<file path="src/rtl/if_pkg.sv">
// if_pkg: shared widths, default reset PC and fetch-entry type for the fetch stage.
package if_pkg;
    localparam int XLEN = 32;
    localparam int ILEN = 32;
    localparam logic [XLEN-1:0] DEFAULT_RESET_PC = 32'h0000_0000;
    localparam logic [ILEN-1:0] NOP = 32'h0000_0013;
    typedef struct packed {
        logic [XLEN-1:0] pc;
        logic [ILEN-1:0] instr;
    } fetch_entry_t;
endpackage

</file>
<file path="src/rtl/if_fifo.sv">
// if_fifo: synchronous FIFO with clear and occupancy count; the head entry is always on rdata.
module if_fifo #(
    parameter int WIDTH = 32,
    parameter int DEPTH = 2
) (
    input  logic                   clk,
    input  logic                   rst,
    input  logic                   clr,
    input  logic                   push,
    input  logic [WIDTH-1:0]       wdata,
    input  logic                   pop,
    output logic [WIDTH-1:0]       rdata,
    output logic [$clog2(DEPTH):0] count
);
    localparam int AW = $clog2(DEPTH);
    logic [WIDTH-1:0] mem [DEPTH];
    logic [AW-1:0] wptr, rptr;
    logic do_push, do_pop;
    assign do_pop  = pop && count != '0;
    // a full FIFO only takes a write when the head leaves in the same cycle
    assign do_push = push && (count != (AW+1)'(DEPTH) || do_pop);
    assign rdata   = mem[rptr];
    always_ff @(posedge clk or posedge rst) begin
        if (rst) begin
            wptr  <= '0;
            rptr  <= '0;
            count <= '0;
            for (int i = 0; i < DEPTH; i++) mem[i] <= '0;
        end else if (clr) begin
            wptr  <= '0;
            rptr  <= '0;
            count <= '0;
        end else begin
            if (do_push) begin
                mem[wptr] <= wdata;
                wptr      <= wptr + AW'(1);
            end
            if (do_pop) rptr <= rptr + AW'(1);
            count <= count + (AW+1)'(do_push) - (AW+1)'(do_pop);
        end
    end
endmodule

</file>
<file path="src/rtl/if_stage.sv">
// if_stage: RV32IM fetch stage - PC, credit-limited imem requests, redirect kill tracking.
// Defining IF_PERF_CNT_EN adds perf_fetched / perf_stall / perf_killed counters.
module if_stage
    import if_pkg::*;
#(
    parameter logic [XLEN-1:0] RESET_PC   = DEFAULT_RESET_PC,
    parameter int              FIFO_DEPTH = 2
) (
    input  logic            clk,
    input  logic            rst,
    output logic            imem_req_valid,
    input  logic            imem_req_ready,
    output logic [XLEN-1:0] imem_req_addr,
    input  logic            imem_rsp_valid,
    input  logic [ILEN-1:0] imem_rsp_data,
    input  logic            redirect_valid,
    input  logic [XLEN-1:0] redirect_pc,
    output logic            id_valid,
    input  logic            id_ready,
    output logic [ILEN-1:0] id_instr,
    output logic [XLEN-1:0] id_pc,
    output logic [XLEN-1:0] id_pc_plus4
`ifdef IF_PERF_CNT_EN
    ,
    output logic [31:0]     perf_fetched,
    output logic [31:0]     perf_stall,
    output logic [15:0]     perf_killed
`endif
);
    localparam int CW = $clog2(FIFO_DEPTH) + 1;
    logic [XLEN-1:0] fetch_pc, pend_pc;
    logic [CW-1:0] outstanding, fifo_count, kill_cnt;
    logic req_fire, rsp_take, rsp_kill, buf_push, id_pop;
    fetch_entry_t buf_in, buf_out;
    logic unused_pc_bits;
    assign unused_pc_bits = ^redirect_pc[1:0];
    assign id_pop   = id_valid && id_ready;
    assign rsp_take = imem_rsp_valid && outstanding != '0;
    assign rsp_kill = redirect_valid || kill_cnt != '0;
    assign buf_push = rsp_take && !rsp_kill;
    assign buf_in   = '{pc: pend_pc, instr: imem_rsp_data};
    // killed requests still hold credit until they respond, so every response has a slot
    assign imem_req_valid = !rst && !redirect_valid &&
        ({1'b0, outstanding} + {1'b0, fifo_count} < (CW+1)'(FIFO_DEPTH) + (CW+1)'(id_pop));
    assign req_fire      = imem_req_valid && imem_req_ready;
    assign imem_req_addr = fetch_pc;
    assign id_valid      = fifo_count != '0;
    assign id_instr      = id_valid ? buf_out.instr : '0;
    assign id_pc         = id_valid ? buf_out.pc : '0;
    assign id_pc_plus4   = id_valid ? buf_out.pc + 32'd4 : '0;
    if_fifo #(.WIDTH(XLEN), .DEPTH(FIFO_DEPTH)) u_pend (
        .clk   (clk),
        .rst   (rst),
        .clr   (1'b0),
        .push  (req_fire),
        .wdata (fetch_pc),
        .pop   (rsp_take),
        .rdata (pend_pc),
        .count (outstanding)
    );
    if_fifo #(.WIDTH($bits(fetch_entry_t)), .DEPTH(FIFO_DEPTH)) u_buf (
        .clk   (clk),
        .rst   (rst),
        .clr   (redirect_valid),
        .push  (buf_push),
        .wdata (buf_in),
        .pop   (id_pop),
        .rdata (buf_out),
        .count (fifo_count)
    );
    always_ff @(posedge clk or posedge rst) begin
        if (rst) begin
            fetch_pc <= RESET_PC;
            kill_cnt <= '0;
        end else if (redirect_valid) begin
            fetch_pc <= {redirect_pc[31:2], 2'b00};
            kill_cnt <= outstanding - CW'(rsp_take);
        end else begin
            if (req_fire) fetch_pc <= fetch_pc + 32'd4;
            if (rsp_take && kill_cnt != '0) kill_cnt <= kill_cnt - CW'(1);
        end
    end
`ifdef IF_PERF_CNT_EN
    always_ff @(posedge clk or posedge rst) begin
        if (rst) begin
            perf_fetched <= '0;
            perf_stall   <= '0;
            perf_killed  <= '0;
        end else begin
            if (id_pop && !redirect_valid) perf_fetched <= perf_fetched + 32'd1;
            if (id_valid && !id_ready) perf_stall <= perf_stall + 32'd1;
            if (rsp_take && rsp_kill) perf_killed <= perf_killed + 16'd1;
        end
    end
`endif
endmodule

</file>
<file path="config.mk">
export PLATFORM = sky130hd
export DESIGN_NAME = if_stage
export DESIGN_NICKNAME = d
export VERILOG_FILES = /design/src/rtl/if_pkg.sv /design/src/rtl/if_fifo.sv /design/src/rtl/if_stage.sv
export SDC_FILE = /design/constraint.sdc
export NUM_CORES = 1
export LEC_CHECK = 0
export ABC_CLOCK_PERIOD_IN_PS = 6900
export CORE_ASPECT_RATIO = 1.2
export CORE_MARGIN = 2
export CORE_UTILIZATION = 48
export DETAILED_ROUTE_END_ITERATION = 10
export PLACE_DENSITY_LB_ADDON = 0.05
export SYNTH_ARGS = -nofsm -noshare
export SYNTH_HDL_FRONTEND = slang
export SYNTH_SLANG_ARGS = --single-unit
</file>
<file path="constraint.sdc">
create_clock -name clk -period 6.9 [get_ports clk]
set_input_delay 0.69 -clock clk [delete_from_list [all_inputs] [get_ports clk]]
set_output_delay 0.69 -clock clk [all_outputs]
set_load 0.05 [all_outputs]
</file>
======== Word level (Yosys, flattened, before mapping) ========
Index checks and enable logic that the tools add are counted.
word-level totals
  register bits after elaboration ......... 234
  output and inout port bits .............. 130
cells by class
  add/sub/neg operators ................... 14
  $lt $le $gt $ge ......................... 7
  equal/unequal tests ..................... 2
  muxes and demuxes ....................... 24
  bitwise gates (word level) .............. 5
  reductions and logical operators ........ 27
operators by type and width
  cell                   number
  $mux 32                9
  $mux 64                4
  $bwmux 128             1
  $add 32x3->32 const B  2
  $bwmux 64              1
  $demux 64 s1           1
  $demux 32 s1           1
  $reduce_bool 2->1      7
  $logic_and 1x1->1      13
  $ge 2x2->1 const B     4
  $not 1->2              4
  $mux 2                 3
  $sub 2x1->2            3
  $add 1x1->1 const B    4
  $add 2x1->2            2
  $lt 2x1->1 const B     2
  $mux 1                 4
  $ne 2x2->1 const B     2
  $add 2x1->3 const A    1
  $add 2x2->3            1
  $logic_not 1->1        3
  $logic_or 1x1->1       3
  $lt 3x3->1             1
  $reduce_and 2->1       1
  2 further kinds        2

======== Logic depth before layout (Yosys ltp) ========
Gate-level depths: netlist of the first run.
  depth in word-level cells ............... 9
  mapped depth ............................ 10
  gate-level depth less buffers ........... 7

======== By module ========
A second synthesis of the first run with hierarchy kept.
second synthesis, totals
  cells, all modules ...................... 978
  area total of the unflattened synthesis .. 12271.8 um^2
modules (own cells, without submodules)
  module            times used  cells each  area each (um^2)
  if_fifo (u_buf)   1           364         5973.2
  if_stage          1           420         3198.1
  if_fifo (u_pend)  1           194         3100.5

======== Worst setup path after synthesis of the first run ========
Ideal clock, no wire load.
  path kind ............................... reg-to-output
  from .................................... register u_buf.rptr
  to ...................................... output port id_pc_plus4[6]
  data arrival time ....................... 3.151 ns
  slack ................................... 3.059 ns
  stages on the path, launching flop included .. 11
  buffers on the path ..................... 3
  path through ............................ dfrtp_1 -> buf_6 -> buf_2 -> buf_2 -> mux2_2 -> ha_1 -> inv_1 -> nor2_1 -> nand2_1 -> xor2_1 -> a211oi_1
between the ends
  cells in the longest elaborated chain, start to end .. 6
ends and longest elaborated chain
  element                                     RTL line        source
  start: declaration                          if_fifo.sv:17   logic [AW-1:0] wptr, rptr;
  start signal: assignment                    if_fifo.sv:38   if (do_pop) rptr <= rptr + AW'(1);
  $not 1->2 (not written as such)             if_fifo.sv:22   assign rdata = mem[rptr];
  $mux 64 (not written as such) (3 in a row)  if_fifo.sv:22
  $add 32x3->32                               if_stage.sv:50  assign id_pc_plus4 = id_valid ? buf_out.pc + 32'd4 : '0;
  $mux 32                                     if_stage.sv:50
  end: declaration                            if_stage.sv:22  output logic [XLEN-1:0] id_pc_plus4
No other way between the ends. The select of a mux whose other input is x is not followed.

======== Final worst setup path of the first run ========
  from .................................... register u_buf.rptr
  to ...................................... output port id_pc_plus4[26]
Same word-level chain as after synthesis.

==> impl_metrics.toml, run 1 <==
[global_route]
grt_pass1_vias = 8108
antenna_found_initial = 0
grt_pass1_wl_um = 41990
gr-total-overflow = 0
grt_usage = 0.2089
grt_max_degree = 107

[placed_design]
place_area_mm2 = 0.01342
port_buffers = 191
finalWeightedCongestion = 0.8362
dp_hpwl_um = 17570

[clock_network]
post-cts-setup-buffers = 0
cts_num_sinks = 224
ctsHoldBuffers = 0
path_clk_slew_ns = 0.06
htree_levels = 1
cts_tree = "built"
cts.path.max_buffers = 3
cts_root_buffer = "clkbuf_16"
numCtsBuffers = 23
clkLatencyLatePin_ns = 0.51
cts_resized = 0

[power]
power_mw = 6.776
leakage_nw = 5.953
combinationalPowerShare = 0.499
vdd_drop_max_mv = 0.3701
pwr-share-clk = 0.181
internal_power_mw = 3.786
seqPwrFrac = 0.319
powerDensity_mw_per_mm2 = 478.3
p_switching_mw = 2.990
swShare = 0.4412

[timing]
fin_skew_ns = 0.008900
post-route-period-util = 0.7414
finalHoldViolCount = 0
relSlewSlack = 0.2896
max_freq_mhz = 195.5
worst_pin_slew_ns = 1.062
slew_viol_final = 0
setup_viol = 0
tns_ns = 0
finalCriticalPeriod_ns = 5.116
rsz0062_at_grt = "no"

[route]
wl_per_cell_um = 16.53
firstDrtPassIters = 4
routed_wl_um = 25770
drc = 0
viasPerCell = 5.383
drtAntennaViolNets = 0
dr_total_vias = 8392
drt_iter0_drc = 376

[yosys]
synth_edf_count = 0
synth.avg_cell_area_um2 = 10.60
yosysTopAreaCell = "dfrtp_1"
ys_async_sr_fraction = 1.000
synth_top_area_share = 0.4960
yosysWarnings = 0
ys_ff_latch = 224
synth.most_common_cell = "dfrtp_1"
synth_top_cells_by_count = "224 x dfrtp_1, 129 x mux2_2, 128 x nor2_1"
synth_cell_types = 57
syn-cell-area_mm2 = 0.01130
ys_seq_area_frac = 0.4960
synthFlopType = "dfrtp_1"
ys_top_cells_by_area = "dfrtp_1 50%, mux2_2 13%, mux2i_1 8.0%"
syn_inst = 1066

[layout]
syn2layout_area_growth_pct = 25.37
finalNetCount = 1307
drive_above_1_share = 0.1519
diodes = 0
fin_area_mm2 = 0.01417

[floorplan]
die_h_um = 172.1
ioPinCount = 200
die_w_um = 144.1
rows = 61
coreArea_mm2 = 0.02313
dieArea_mm2 = 0.02479
initial_utilization = 0.4887

[worst_setup_path]
required_ns = 6.21
critical_path.top_delay_family = "buffers and inverters"
worst_setup_path_start_kind = "flip-flop"
path_max_fanout = 67
crit_chain = "buf_4 > mux2i_1 > a211oi_1 > nand4_1 > nor3b_1 > mux2_2 > clkdlybuf4s50_1"
crit_type = "reg2out"
crit_buf_inv = 2
end_kind = "output pin"
max_stage_delay_ns = 0.98
reg2reg_slack_ns = 3.65
cp.arrival_ns = 4.43
cp_slowest_cell = "dfrtp_4"

[outcome]
status = "complete, no violations"

[job]
cap_violations = 0

[min_path]
hold_class = "reg2reg"
## power by group through the flow
stage          sequential (mW)  clock, mW  combinational [mW]
2_1_floorplan             2.11          0                2.46
3_3_place_gp              2.17          0                3.36
3_5_place_dp              2.19          0                3.40
4_1_cts                   2.16       1.26                3.41
5_1_grt                   2.24       1.32                3.64
6_report                  2.16       1.23                3.38
## layer usage
| layer | part of all wire | global-route usage |
|---|---|---|
| met4 | 0.018 | 0.04987 |
| met5 | 0 | 0 |
| met3 | 0.053 | 0.03046 |
| met1 | 0.47 | 0.3008 |
| met2 | 0.46 | 0.3354 |
## flip-flops by register name (all words and copies together) (netlist names), 2 cells and up
register	flops
u_buf.mem	124
u_pend.mem	60
imem_req_addr	30
kill_cnt	2
u_buf.count	2
u_pend.count	2
## kinds of logic (layout without fill, tap and decap cells)
family / Yosys count / count (layout) / share of synthesized area
simple gates: 341 / 341 / 0.1395
flops: 224 / 224 / 0.4960
mux: 220 / 220 / 0.2093
compound gates: 157 / 157 / 0.08957
buf+inv: 87 / 260 / 0.03377
xor+xnor: 27 / 27 / 0.02093
fa+ha+maj: 9 / 9 / 0.01063
other cells: 1 / 6 / 0.0003318
## final cells by class
type	instances	area [um2]
Multi-Input combinational cell	760	5358
Timing Repair Buffer	201	1987
Clock inverter	11	112.6
Inverter	18	75.07
Clock buffer	30	631.9
Sequential cell	224	5609
Fill cell	1987	8959
Tap cell	315	394.1
## cells in the final DEF (no fill, tap or decap), drive strengths merged, types with 13 or more instances in the layout
cell type	netlist	layout
nor3	21	21
mux2i	90	90
inv	18	19
nand4	15	15
mux2	130	130
nor2	128	128
nand3	34	34
dfrtp	224	224
nand2	88	88
a21oi	35	35
o21ai	58	58
clkbuf	36	30
xnor2	21	21
clkdlybuf4s50	0	191
a221o	13	13
## path summary, 6_finish.rpt
kind | from | to | depth (start not counted)
max | u_buf.rptr | id_pc_plus4[26] | 7
min | u_pend.wptr | u_pend.wptr | 1
max reg2reg | u_buf.count[0] | u_pend.mem[36] | 7
min reg2reg | u_pend.wptr | u_pend.wptr | 1
max in group asynchronous | rst | u_buf.rptr | 3
min in group asynchronous | rst | kill_cnt[0] | 2
## through the flow
step / setup slack [ns] / instances / hold WS, ns / utilization
2_1_floorplan: 0.07553 / 1071 / 0.4496 / -
3_3_place_gp: 2.314 / 1518 / 0.4604 / 0.5804
3_5_place_dp: 2.265 / 1518 / 0.4753 / 0.5804
4_1_cts: 1.719 / 1559 / 0.4863 / 0.6126
5_1_grt: 1.557 / 1559 / 0.5108 / 0.6126
6_report: 1.784 / 1559 / 0.4856 / 0.6126
Power figures use the tool's default switching activity.
==> run 2: changes to the inputs <==
Settings changed: ABC_CLOCK_PERIOD_IN_PS 6900 to 5000, CORE_UTILIZATION 48 to 53.
Clock period 6.9 ns to 5 ns, I/O delays scaled along.
==> impl_metrics.toml, run 2 (synthesis gave the netlist of run 1 again) <==
[outcome]
status = "complete, no violations"

[global_route]
gr-total-overflow = 0
grt_max_degree = 114
grt_usage = 0.2238
antenna_found_initial = 0
grt_pass1_wl_um = 40830
grt_pass1_vias = 8073

[timing]
setup_viol = 0
max_freq_mhz = 220.3
fin_hold_ws_ns = 0.3608
tns_ns = 0
rsz0062_at_grt = "no"
post-route-period-util = 0.9078
worst_pin_slew_ns = 1.036
finalCriticalPeriod_ns = 4.539
fin_skew_ns = 0.01073
finalHoldViolCount = 0
relSlewSlack = 0.3093
slew_viol_final = 0

[layout]
diodes = 0
final_cell_mix = "223 x dfrtp_1, 190 x clkdlybuf4s50_1, 129 x mux2_2"
final_common_cell = "dfrtp_1"
drive_above_1_share = 0.1556
syn2layout_area_growth_pct = 25.60
largest_reg_flops = 124
finalNetCount = 1311
regMostFlops = "u_buf.mem"
final_util = 0.6768

[floorplan]
ioPinCount = 200
rows = 58
initial_utilization = 0.5388
coreArea_mm2 = 0.02097
die_h_um = 164.0
dieArea_mm2 = 0.02251
die_w_um = 137.3

[clock_network]
cts_num_sinks = 224
post-cts-setup-buffers = 0
path_clk_slew_ns = 0.06
cts.path.max_buffers = 3
cts_resized = 0
cts_root_buffer = "clkbuf_16"
cts_tree = "built"
ctsHoldBuffers = 0
clkLatencyLatePin_ns = 0.50
numCtsBuffers = 23
htree_levels = 1

[route]
drt_iter0_drc = 469
drtAntennaViolNets = 0
dr_total_vias = 8534
drc = 0
viasPerCell = 5.626
routed_wl_um = 25490
firstDrtPassIters = 4
wl_per_cell_um = 16.80

[worst_setup_path]
crit_type = "reg2out"
worst_setup_path_start_kind = "flip-flop"
path_max_fanout = 31
crit_chain = "nand3b_1 > a222oi_1 > nand4_1 > o31a_1 > nor3_1 > clkdlybuf4s50_1"
end_kind = "output pin"
cp.arrival_ns = 4.04
required_ns = 4.50
max_stage_delay_ns = 0.84
cp_slowest_cell = "clkdlybuf4s50_1"

[placed_design]
port_buffers = 191
finalWeightedCongestion = 0.8640
dp_hpwl_um = 17280

[power]
leakage_nw = 5.993
powerDensity_mw_per_mm2 = 663.2
vdd_drop_max_mv = 0.3534

[min_path]
hold_class = "in2async"

[job]
cap_violations = 0
-- run 2: through the flow --
| step | cells | power, mW | worst slack (ns) | cell area [um2] |
|---|---|---|---|---|
| 2_1_floorplan | 1071 | 6.313 | 1.349 | 11320 |
| 3_3_place_gp | 1476 | 7.614 | 0.7881 | 13410 |
| 3_5_place_dp | 1476 | 7.710 | 0.7588 | 13410 |
| 4_1_cts | 1516 | 9.468 | 0.2268 | 14170 |
| 5_1_grt | 1517 | 9.989 | 0.2386 | 14190 |
| 6_report | 1517 | 9.414 | 0.4612 | 14190 |
-- run 2: metal layers --
layer / part of all wire / global-route usage / vias to the layer above / wire length, um
li1: - / - / 4130 / -
met1: 0.46 / 0.3238 / 4143 / 11840
met2: 0.47 / 0.3639 / 230 / 11950
met3: 0.051 / 0.02593 / 31 / 1294
met4: 0.016 / 0.04967 / 0 / 401
met5: 0 / 0 / - / 0
-- run 2: cell type report --
type	count	area, um2
fill	1734	6779
tap	270	337.8
clock buffer	29	638.1
sequential	224	5609
multi-input combinational	760	5355
clock inverter	11	130.1
inverter	18	71.32
timing repair buffer	205	2052
-- run 2: where the power goes --
group          total [mW]  internal, mW  switching [mW]
combinational        4.73          1.80            2.93
clock                1.73          1.05           0.679
sequential           2.95          2.44           0.510
-- run 2: final timing paths --
| kind | end | startpoint | slack [ns] | cells after the start |
|---|---|---|---|---|
| max in group asynchronous | u_buf.mem[69] | rst | 3.66 | 3 |
| worst min-delay path | imem_req_addr[16] | rst | 0.36 | 2 |
| worst max register to register | u_pend.mem[7] | u_buf.count[0] | 1.48 | 8 |
| min in group clk | u_buf.mem[61] | u_buf.mem[61] | 0.48 | 2 |
| worst max-delay path | id_pc_plus4[27] | u_buf.rptr | 0.46 | 6 |
| worst min register to register | u_buf.mem[61] | u_buf.mem[61] | 0.48 | 2 |
-- run 2: worst max-delay path, delay by kind of cell (launching register included) --
kind | cells | cell delay (ns)
AOI/OAI and AO/OA | 2 | 1.08
buffers and inverters | 1 | 0.84
DFF | 1 | 0.64
and+or+nand+nor | 3 | 0.97
